`src/rtl/txtrigger_seq_mc.sv`:
```
// Multi-channel transmit trigger sequencer: initial delay, then NPER pulses spaced CKPER clocks apart to masked channels.
// Latency: first pulse registered CKINI+1 clocks after start is taken; done strobe one full period after the last pulse.
// No backpressure: start is taken only when idle; abort ends a sequence at the next edge. Optional round-robin via TXTRIG_ROUNDROBIN_EN.
module txtrigger_seq_mc #(
   parameter int NCH    = 4,
   parameter int CNT_W  = 10,
   parameter int NPER_W = 5
) (
   input  logic              clock,
   input  logic              reset,
   input  logic              start,
   input  logic              abort,
   input  logic [CNT_W-1:0]  CKINI,
   input  logic [CNT_W-1:0]  CKPER,
   input  logic [NPER_W-1:0] NPER,
   input  logic [NCH-1:0]    chmask,
   input  logic              continuous,
`ifdef TXTRIG_ROUNDROBIN_EN
   input  logic              rr,
`endif
   output logic [NCH-1:0]    txtrigger,
   output logic              busy,
   output logic              done,
   output logic [NPER_W-1:0] pulse_idx
);

   typedef enum logic [1:0] {IDLE, INIT, PER, FIN} state_t;

   state_t             state, state_nxt;
   logic [CNT_W-1:0]   cnt;
   logic [CNT_W-1:0]   per_q;
   logic [NPER_W-1:0]  nper_q;
   logic [NPER_W-1:0]  nxt_k;
   logic [NCH-1:0]     mask_q;
   logic               cont_q;
   logic               last_q;
   logic               go, fire, fin_exit, last_fire;
   logic [NCH-1:0]     trig_vec;

`ifdef TXTRIG_ROUNDROBIN_EN
   localparam int IW = (NCH > 1) ? $clog2(NCH) : 1;
   logic          rr_q, rr_first, rr_found;
   logic [IW-1:0] rr_cur, rr_sel, rr_lo, rr_hi;

   // Pick the next enabled channel above the last one driven, wrapping to the lowest enabled channel
   always_comb begin
      rr_lo    = '0;
      rr_hi    = '0;
      rr_found = 1'b0;
      for (int i = NCH - 1; i >= 0; i--) begin
         if (mask_q[i]) begin
            rr_lo = IW'(i);
            if (!rr_first && (i > int'(rr_cur))) begin
               rr_hi    = IW'(i);
               rr_found = 1'b1;
            end
         end
      end
      rr_sel   = rr_found ? rr_hi : rr_lo;
      trig_vec = rr_q ? ((NCH'(1) << rr_sel) & mask_q) : mask_q;
   end
`else
   assign trig_vec = mask_q;
`endif

   // Next-state logic; FIN is the cycle before done, so done and busy fall together on leaving FIN
   always_comb begin
      state_nxt = state;
      go        = 1'b0;
      fire      = 1'b0;
      fin_exit  = 1'b0;
      last_fire = !cont_q && (nxt_k == nper_q - 1'b1);
      case (state)
         IDLE: begin
            if (start) begin
               go        = 1'b1;
               state_nxt = ((NPER == '0) && !continuous) ? FIN : INIT;
            end
         end
         INIT, PER: begin
            if (abort) begin
               state_nxt = FIN;
            end else if (last_q) begin
               // last pulse already issued: leave so done lands one full period after it
               if (cnt == CNT_W'(1)) state_nxt = FIN;
            end else if (cnt == '0) begin
               fire      = 1'b1;
               state_nxt = (last_fire && (per_q == CNT_W'(1))) ? FIN : PER;
            end
         end
         FIN: begin
            fin_exit  = 1'b1;
            state_nxt = IDLE;
         end
         default: state_nxt = IDLE;
      endcase
   end

   // State, latched configuration, counters and registered outputs
   always_ff @(posedge clock or negedge reset) begin
      if (!reset) begin
         state     <= IDLE;
         cnt       <= '0;
         per_q     <= '0;
         nper_q    <= '0;
         nxt_k     <= '0;
         mask_q    <= '0;
         cont_q    <= 1'b0;
         last_q    <= 1'b0;
         txtrigger <= '0;
         busy      <= 1'b0;
         done      <= 1'b0;
         pulse_idx <= '0;
`ifdef TXTRIG_ROUNDROBIN_EN
         rr_q      <= 1'b0;
         rr_first  <= 1'b0;
         rr_cur    <= '0;
`endif
      end else begin
         state     <= state_nxt;
         txtrigger <= '0;
         done      <= 1'b0;
         if (go) begin
            cnt       <= CKINI;
            per_q     <= (CKPER == '0) ? CNT_W'(1) : CKPER;
            nper_q    <= NPER;
            mask_q    <= chmask;
            cont_q    <= continuous;
            nxt_k     <= '0;
            last_q    <= 1'b0;
            pulse_idx <= '0;
            busy      <= 1'b1;
`ifdef TXTRIG_ROUNDROBIN_EN
            rr_q      <= rr;
            rr_first  <= 1'b1;
`endif
         end else if (fire) begin
            txtrigger <= trig_vec;
            pulse_idx <= nxt_k;
            nxt_k     <= nxt_k + 1'b1;
            last_q    <= last_fire;
            cnt       <= per_q - 1'b1;
`ifdef TXTRIG_ROUNDROBIN_EN
            rr_cur    <= rr_sel;
            rr_first  <= 1'b0;
`endif
         end else if (((state == INIT) || (state == PER)) && (cnt != '0)) begin
            cnt <= cnt - 1'b1;
         end
         if (fin_exit) begin
            busy <= 1'b0;
            done <= 1'b1;
         end
      end
   end

endmodule

```
`config.mk`:
```
export PLATFORM = sky130hd
export DESIGN_NAME = txtrigger_seq_mc
export DESIGN_NICKNAME = d
export VERILOG_FILES = /design/src/rtl/txtrigger_seq_mc.sv
export SDC_FILE = /design/constraint.sdc
export NUM_CORES = 1
export LEC_CHECK = 0
export CORE_MARGIN = 2
export CORE_UTILIZATION = 40
export DETAILED_ROUTE_END_ITERATION = 16
export SYNTH_ARGS = -nofsm -noshare
export SYNTH_HDL_FRONTEND = slang
export SYNTH_SLANG_ARGS = --single-unit
export TNS_END_PERCENT = 10
```
`constraint.sdc`:
```
create_clock -name clock -period 3.1 [get_ports clock]
set_clock_uncertainty 0.1 [all_clocks]
set_input_delay 0.31 -clock clock [delete_from_list [all_inputs] [get_ports clock]]
set_output_delay 0.31 -clock clock [all_outputs]
set_load 0.02 [all_outputs]
```
### Word-level counts from Yosys, hierarchy flattened

Index checks and enable logic that the tools add are counted.
W data, S select, Z words.

* flip-flop bits (word level): 49
* input port bits: 34

* add/sub/neg operators: 4
* equality and inequality tests: 9
* multiplexer cells: 30
* reductions and logical operators: 17

Operators by type and width (count)
* $mux W10: 4
* $eq A10 B1 Y1 const B: 2
* $logic_not A10 Y1: 2
* $mux W5: 4
* $sub A10 B1 Y10 const B: 2
* $mux W1: 13
* $mux W2: 6
* $reduce_bool A10 Y1: 1
* $mux W4: 2
* $ne A4 B4 Y1 const B: 2
* $pmux W2 S3: 1
* $add A5 B1 Y5 const B: 1
* $eq A5 B5 Y1: 1
* $logic_not A5 Y1: 1
* $sub A5 B1 Y5 const B: 1
* $eq A2 B2 Y1 const B: 2
* $logic_and A1 B1 Y1: 4
* $reduce_bool A2 Y1: 2
* $reduce_and A3 Y1: 1
* $reduce_bool A3 Y1: 1
* $eq A2 B1 Y1 const B: 1
* $logic_not A1 Y1: 2
* $logic_not A2 Y1: 1
* $ne A2 B2 Y1 const B: 1
* 2 further kinds: 2

### Depth between registers and ports, before layout

* depth in word-level cells: 9
* depth in mapped cells: 8
* depth with buffers taken out: 7

### Least setup slack after synthesis

OpenSTA, ideal clock, no wires.

* kind: flip-flop to flip-flop
* start point: reg state[1]
* end point: reg nxt_k[4]
* data arrival time: 1.753 ns
* required time: 2.868 ns
* path slack: 1.115 ns
* stages on the path, launching flop included: 9
* path buffers: 1
* cell sequence: dfrtp_1 > inv_1 > ha_1 > nor3b_2 > and4_4 > buf_6 > nand4_1 > xor2_1 > nor2_1

* longest elaborated chain between the ends: 4
* elaborated cells on any way between the ends: 8

Ends and longest elaborated chain
* from (decl): line 29 `state_t state, state_nxt;`
* from (signal assigned): line 120 `state <= state_nxt;`
* $eq A2 B1 Y1 / $eq A2 B2 Y1 (equally long branches): line 73 `case (state)`
* $reduce_or A2 Y1: line 73
* $mux W1: line 73
* $reduce_bool A2 Y1 (no source line)
* to (signal assigned): line 140 `nxt_k <= nxt_k + 1'b1;`
* to (decl): line 33 `logic [NPER_W-1:0] nxt_k;`

Several ways; a longest one is shown, not always the timed one.
A chain may end at the register's enable or synchronous reset.

### Worst setup path in the final report

* start point: reg state[1]
* end point: reg cnt[7]

* longest elaborated chain between the ends: 5
* elaborated cells on any way between the ends: 11

Ends and longest elaborated chain
* $eq A2 B1 Y1 / $eq A2 B2 Y1 (equally long branches): line 73, 147
* $reduce_or A2 Y1: line 73
* $mux W1: line 73
* $mux W10: line 137 `end else if (fire) begin`
* $mux W10: line 123 `if (go) begin`
* to (signal assigned): line 142 `cnt <= per_q - 1'b1;`
* to (signal assigned): line 148 `cnt <= cnt - 1'b1;`
* to (decl): line 30 `logic [CNT_W-1:0] cnt;`

Several ways; a longest one is shown, not always the timed one.

==> summary.txt <==
Setup path
  • Slowest stage delay, CP: 0.45 ns
  • Required @ worst endpoint: around 3.2 ns
  • Reg-to-reg endpoint: cnt[7]
  • R2R Setup Slk: 0.68 ns
  • Worst reg2reg path startpoint: state[1]
  • Slowest CP cell: and4_4
  • CP Max Fanout: 21
  • Startpoint Class: register
  • Crit path capture type: register
  • R2R cell count: 7
  • Critical Path AT: 2.55 ns
  • Critical path class: reg2reg
  • Critical Path, Cell by Cell: inv_1 -> ha_1 -> nor3b_2 -> and4_4 -> a211o_1 -> o31ai_1 -> a22oi_1

Floorplan
  • Initial core utilization: 40.7%
  • Die Wd: between 80 and 90 um
  • Core ar.: 0.00668 mm2
  • Ports: 45
  • Die area: 0.00748 mm2
  • Site Rows: 30
  • Die Ht: 86.5 um

Clocking
  • Max clock buf depth: 2
  • Clock latency on the worst-skew pair: ~0.30 ns
  • Clk root buf: clkbuf_8
  • Post-CTS sizing: 0
  • Clock sink count: 49
  • H-tree Lvls: 2
  • Clock slew at reported path FFs: 0.10 ns
  • CTS Buf Count: 5
  • TritonCTS clock tree: done

Pwr
  • Internal Power: 0.00157 W
  • Pwr dens: 826 mW/mm2
  • Sequential share of power: between 30% and 40%
  • Leak pwr: 1.50 nW
  • Clk pwr share: 14.2%
  • Combinational Power Share: 46.4%
  • Net Sw Frac: 42.8%
  • VDD IR-drop max: 0.000290 V
  • NetSw: ~0.0012 W

Yosys
  • Sequential-to-total area share from yosys stat: 45.0%
  • Area leader, netlist: dfrtp_1
  • Distinct cells, synth: 51
  • Main synth FF type: dfrtp_1
  • Asr flop ratio synth: 100%
  • Avg Cell Area, Syn: 8.96 um2
  • Post-Synthesis Cell Area: 0.00272 mm2
  • Flop and latch count out of synthesis: a little under 50
  • Cells after Synth: 304
  • Post-Syn Nets: 348
  • Yosys warns: 0
  • Post-synth top cells: nand2_1 (76), dfrtp_1 (49), nor2_1 (25), a21oi_1 (22), inv_1 (12)
  • Area contributors post-synth: dfrtp_1 (45%), nand2_1 (10%), ha_1 (4.6%), a21oi_1 (4.0%), xor2_1 (3.5%)
  • Number of synthesized flops with an enable pin: 0
  • Leading cell type by number of instances after synthesis: nand2_1
  • Top cell type's share of synthesized area: 45.0%

Placement
  • Dpl ws: 0.703 ns
  • Post-detail-place hpwl: 4410 um
  • Placed inst area: 0.00322 mm2
  • PortBufs: 44
  • Gpl congestion: about 0.88
  • Placed Instances: 420

Hold path
  • Hold WC Path Type: reg2reg
  • Worst hold stages: 2
  • HP Start: mask_q[0]
  • Hold EP: mask_q[0]

Detailed routing
  • Drt via density: 5.24
  • Initial detailed-routing violation count: 145
  • WL final: 6160 um
  • DRC viols: 0
  • Via count: 2250
  • Post-DR wirelength/cell: 14.4 um
  • Antenna-violating nets left: 0
  • Total iterations of the first detailed-routing run: 5

STA
  • Final hold violation count: 0
  • Worst slew pin tran: roughly 0.68 ns
  • Worst rel slew slack: a little over half
  • Max-slew violation count: 0
  • RSZ-0062 raised after global routing: no
  • Final worst slack: 0.676 ns
  • Final setup violation count: 0
  • Setup TNS: 0 ns
  • FMAX: 412 MHz
  • Final min period: 2.42 ns
  • Tcrit/Tclk final: roughly 78%

Global routing
  • Total congestion overflow: 0
  • Largest net degree at the start of global routing: 31
  • Global-route wire length before repair: 10100 um
  • Vias in the first global route: approximately 2.1k
  • Antenna violations before repair: 0
  • Total GRT Usage: 17.1%

Final layout
  • Core Util, Final: 49.7%
  • Design Area, Final: 0.00332 mm2
  • Number of diodes: 0
  • Final std cells w/o fill: ~430
  • Area growth, synth to finish: 22.0%
  • # fillers: 653
  • Layout cell share with drive strength beyond 1: 7.45%
  • Final #Nets: 392

Run
  • Max-cap violation count: 0

Run status
  • Status: complete, no violations
[power by group through the flow]
stage / clock network [W] / registers [W] / logic (W)
3_3_place_gp: 0 / 0.00108 / 0.00125
5_1_grt: 0.000425 / 0.00111 / 0.00145
3_5_place_dp: 0 / 0.00109 / 0.00127
4_1_cts: 0.000400 / 0.00108 / 0.00128
6_report: 0.000390 / 0.00108 / 0.00127
2_1_floorplan: 0 / 0.00105 / 0.000960
[state kept, by name, summed over array words and instances (netlist names)]
name,cells
cont_q,1
cnt,10
mask_q,4
done,1
nper_q,5
state,2
per_q,10
nxt_k,5
pulse_idx,5
busy,1
txtrigger,4
last_q,1
[logic make-up after synthesis]
family / Yosys count / synth area share (%)
compound gates: 59 / 13.9
xor+xnor: 19 / 6.11
fa+ha+maj: 10 / 4.60
buf+inv: 25 / 4.37
flops: 49 / 45.0
mux: 4 / 1.52
simple gates: 138 / 24.4
[layout make-up]
type | count | area (um2) | area share, %
Multi-Input combinational cell | 230 | 1380 | 41.5
Sequential cell | 49 | 1230 | 36.9
Timing Repair Buffer | 50 | 483 | 14.5
Tap cell | 80 | 100 | 3.01
Clock buffer | 5 | 68.8 | 2.07
Inverter | 12 | 45.0 | 1.36
Clock inverter | 3 | 21.3 | 0.640
[metrics by stage]
| step | hold WS (ns) | total power [W] |
|---|---|---|
| after floorplan | -0.0856 | 0.00201 |
| after global placement | 0.242 | 0.00233 |
| after detailed placement | 0.235 | 0.00237 |
| after CTS | 0.373 | 0.00276 |
| after global routing | 0.392 | 0.00299 |
| final | 0.367 | 0.00274 |
[timing repair]
| action | CTS | global route |
|---|---|---|
| hold buffers | 1 | 0 |
| hold endpoints to repair | 24 | 0 |
| setup endpoints to repair | 0 | 0 |
| setup buffers | 0 | 0 |
[critical path, delay by kind of cell, from the launching register on]
family	cells	cell delay (ns)
AO/OA/AOI/OAI	3	0.59
adder cells (fa/ha/maj)	1	0.39
AND/OR/NAND/NOR	2	0.81
flip-flops	1	0.39
buffers and inverters	1	0.07
[per-layer routing]
metal / track usage, % / share of wire [%]
met3: 3.24 / 4.4
met1: 25.4 / 50
met5: 0 / 0
met2: 26.4 / 45
met4: 3.41 / 0.23
[worst max-delay path by stage]
stage                        start        to  depth (start not counted)
after floorplan           state[1]  nxt_k[4]                          8
after global placement    state[1]    cnt[7]                          7
after detailed placement  state[1]    cnt[7]                          7
after CTS                 state[1]    cnt[7]                          7
after global routing      state[0]    cnt[8]                          6
final                     state[1]    cnt[7]                          7
[placed cells by master, fill, tap and decap left out, types with 6 or more instances in the layout]
master	count
xor2_1	11
inv_1	12
nor2_1	25
ha_1	10
clkdlybuf4s50_1	43
a21oi_1	22
nand2_1	76
xnor2_1	8
o21ai_0	6
dfrtp_1	49
Power figures use the tool's default switching activity.
==> RTL edit, RTL diff (config.mk and constraints unchanged) <==
Add an input register stage for `CKPER`; this delays it by one clock. The other inputs are not delayed to match.
--- a/src/rtl/txtrigger_seq_mc.sv
+++ b/src/rtl/txtrigger_seq_mc.sv
@@ -25,6 +25,12 @@
 );
 
    typedef enum logic [1:0] {IDLE, INIT, PER, FIN} state_t;
+
+   logic [CNT_W-1:0] CKPER_q;
+
+   always_ff @(posedge clock) begin
+      CKPER_q <= CKPER;
+   end
 
    state_t             state, state_nxt;
    logic [CNT_W-1:0]   cnt;
@@ -122,7 +128,7 @@
          done      <= 1'b0;
          if (go) begin
             cnt       <= CKINI;
-            per_q     <= (CKPER == '0) ? CNT_W'(1) : CKPER;
+            per_q     <= (CKPER_q == '0) ? CNT_W'(1) : CKPER_q;
             nper_q    <= NPER;
             mask_q    <= chmask;
             cont_q    <= continuous;
Formal check against the unedited RTL: not equivalent (a bounded check fails within 4 cycles, from zero or initial values and one cycle with reset low).
==> RTL edit against the unedited design <==
  * Setup slack improved by 0.065 ns
  * Cell count grew 6.3%
  * Total power is 14% higher
  * Global-route usage is 0.93 points higher
  * Utilization up 2.9 points
  * Via count down 0.80%
  * Design area increased by 8.9%
  * Wire length decreased by 0.71%
  * Clock power grew 75%
  * Sequential cell count up 10
  * Area after synthesis increased by 6.0%
  * Die area up 5.7%
  * Critical path type unchanged
  * Largest power group is now registers
  * Highest routed layer unchanged
==> RTL edit: results (changes against the unedited design) <==
Ant. Diodes=0 (unchanged); relative slew slack=56.5% (+2.1 points); Hold Startpoint=CKPER[3]; slowest stage delay, CP=0.60 ns (+0.15 ns); Leakage=1.64 nW (+9.4%); CTS max path bufs=2 (unchanged); Area after DPL=3410 sq um (+5.9%); Synth area leaders=dfrtp_1 42%, nand2_1 9.2%, dfxtp_1 6.9%; Reg clk slew, reported paths=0.07 ns (-0.03 ns); Skew-Pair Late Insertion Delay=0.34 ns (+0.04 ns); # H-tree levels=3 (+1); initial antenna violation count=0 (unchanged); DRT Pass-1 Iters=4 (-1); Top Registers=CKPER_q (10), cnt (10), per_q (10); routed len/inst=13.4 um (-6.6%); layout cells sized above 1=9.17% (+1.7 points); Top delay family on crit path=simple AND/OR/NAND/NOR gates; Worst R2R Start=state[0]; sequential area share after synthesis=49.4% (+4.4 points); Root Buffer=clkbuf_8; Critical Path Source Type=flip-flop; via count=2232 (-0.80%); first-pass GRT wire length=10.8 mm (+6.1%); CP Data Arrival Time=2.48 ns (-0.07 ns); status=finished, final reports clean; hold path cells=1 (-1); critical path fanouts, max=14 (-33%); R2R depth=7 (unchanged); post-CTS sizing=0 (unchanged); Top FF cell, synth=dfrtp_1; Synth Net Count=350 (+0.57%); routability cong.=0.799 (-9.2%); Post-synth ARST share=83.1% (-17 points); worst ir drop on vdd=322 uV (+11%); Worst Hold Class=in -> reg; DP HPWL=4.36 mm (-1.0%); IO Port Bufs=44 (unchanged); Worst path slowest cell=and4_1; # nets final=398 (+1.5%); yosys warns=0 (unchanged); post-synth cell types=50 (-2.0%); Post-synth top cells=71 x nand2_1, 49 x dfrtp_1, 20 x a21oi_1; Total GRT Usage=18.1% (+0.93 points); total CTS buffers=9 (+4); DRT iter0 DRCs=194 (+34%); largest net degree at the start of global routing=29 (-6.5%); Yosys reg bits=59 (+20%)
RTL edit: cell types whose count changed after synthesis, moves of 3 or more:
cell      change
and3_1        +3
clkbuf_1      -3
dfxtp_1      +10
nand2_1       -5
nand3_1       +3
nor2_1        -8
o21ai_0       +5
o31ai_1       -4
RTL edit: final timing paths:
| path | end | slack [ns] |
|---|---|---|
| max | nxt_k[4] | 0.74 |
| min | CKPER_q[3] | 0.32 |
| max reg2reg | nxt_k[4] | 0.74 |
| min reg2reg | per_q[3] | 0.33 |
| max in group asynchronous | pulse_idx[4] | 1.73 |
| min in group asynchronous | cnt[9] | 0.44 |
RTL edit: repair_timing:
item / CTS / global route
endpoints found under the setup margin: 0 / 0
buffers inserted: 0 / 0
hold buffers: 1 / 0
hold endpoints to repair: 27 / 0
RTL edit: logic make-up (layout without fill, tap and decap cells):
| family | after synthesis | in the layout | share of synthesized area (%) |
|---|---|---|---|
| and+or+nand+nor | 133 | 133 | 23.0 |
| DFF | 59 | 59 | 49.4 |
| AOI/OAI and AO/OA | 54 | 54 | 11.5 |
| buffers and inverters | 26 | 79 | 3.95 |
| xor gates and xnor gates | 20 | 20 | 6.07 |
| adders and majority gates | 9 | 9 | 3.90 |
| muxes | 6 | 6 | 2.12 |
RTL edit: power breakdown:
| group | internal [W] | total [W] | switching, W |
|---|---|---|---|
| logic | 0.000536 | 0.00121 | 0.000675 |
| clock network | 0.000389 | 0.000683 | 0.000295 |
| registers | 0.000995 | 0.00123 | 0.000233 |
| total | 0.00192 | 0.00312 | 0.00120 |
RTL edit: stage by stage:
| stage | hold WS (ns) | setup WS, ns | std cells | total power, W |
|---|---|---|---|---|
| floorplan | -0.0856 | 1.10 | 307 | 0.00211 |
| global placement | 0.277 | 0.810 | 439 | 0.00243 |
| detailed placement | 0.275 | 0.719 | 439 | 0.00245 |
| CTS | 0.298 | 0.723 | 456 | 0.00316 |
| global route | 0.300 | 0.494 | 456 | 0.00341 |
| finish | 0.315 | 0.741 | 456 | 0.00312 |
RTL edit: area by class of cell:
type / count / area (sq um)
fill: 639 / 3250
sequential: 59 / 1430
multi-input combinational: 222 / 1350
timing repair buffer: 50 / 483
clock buffer: 11 / 141
tap: 96 / 120
clock inverter: 5 / 52.6
inverter: 13 / 48.8
RTL edit: routing by layer:
layer / wire (um) / vias to the layer above / track usage [%]
met5: 0 / - / 0
met4: 68 / 0 / 6.24
met3: 320 / 7 / 5.08
met2: 2630 / 48 / 26.3
met1: 3100 / 1030 / 25.9
li1: - / 1147 / -
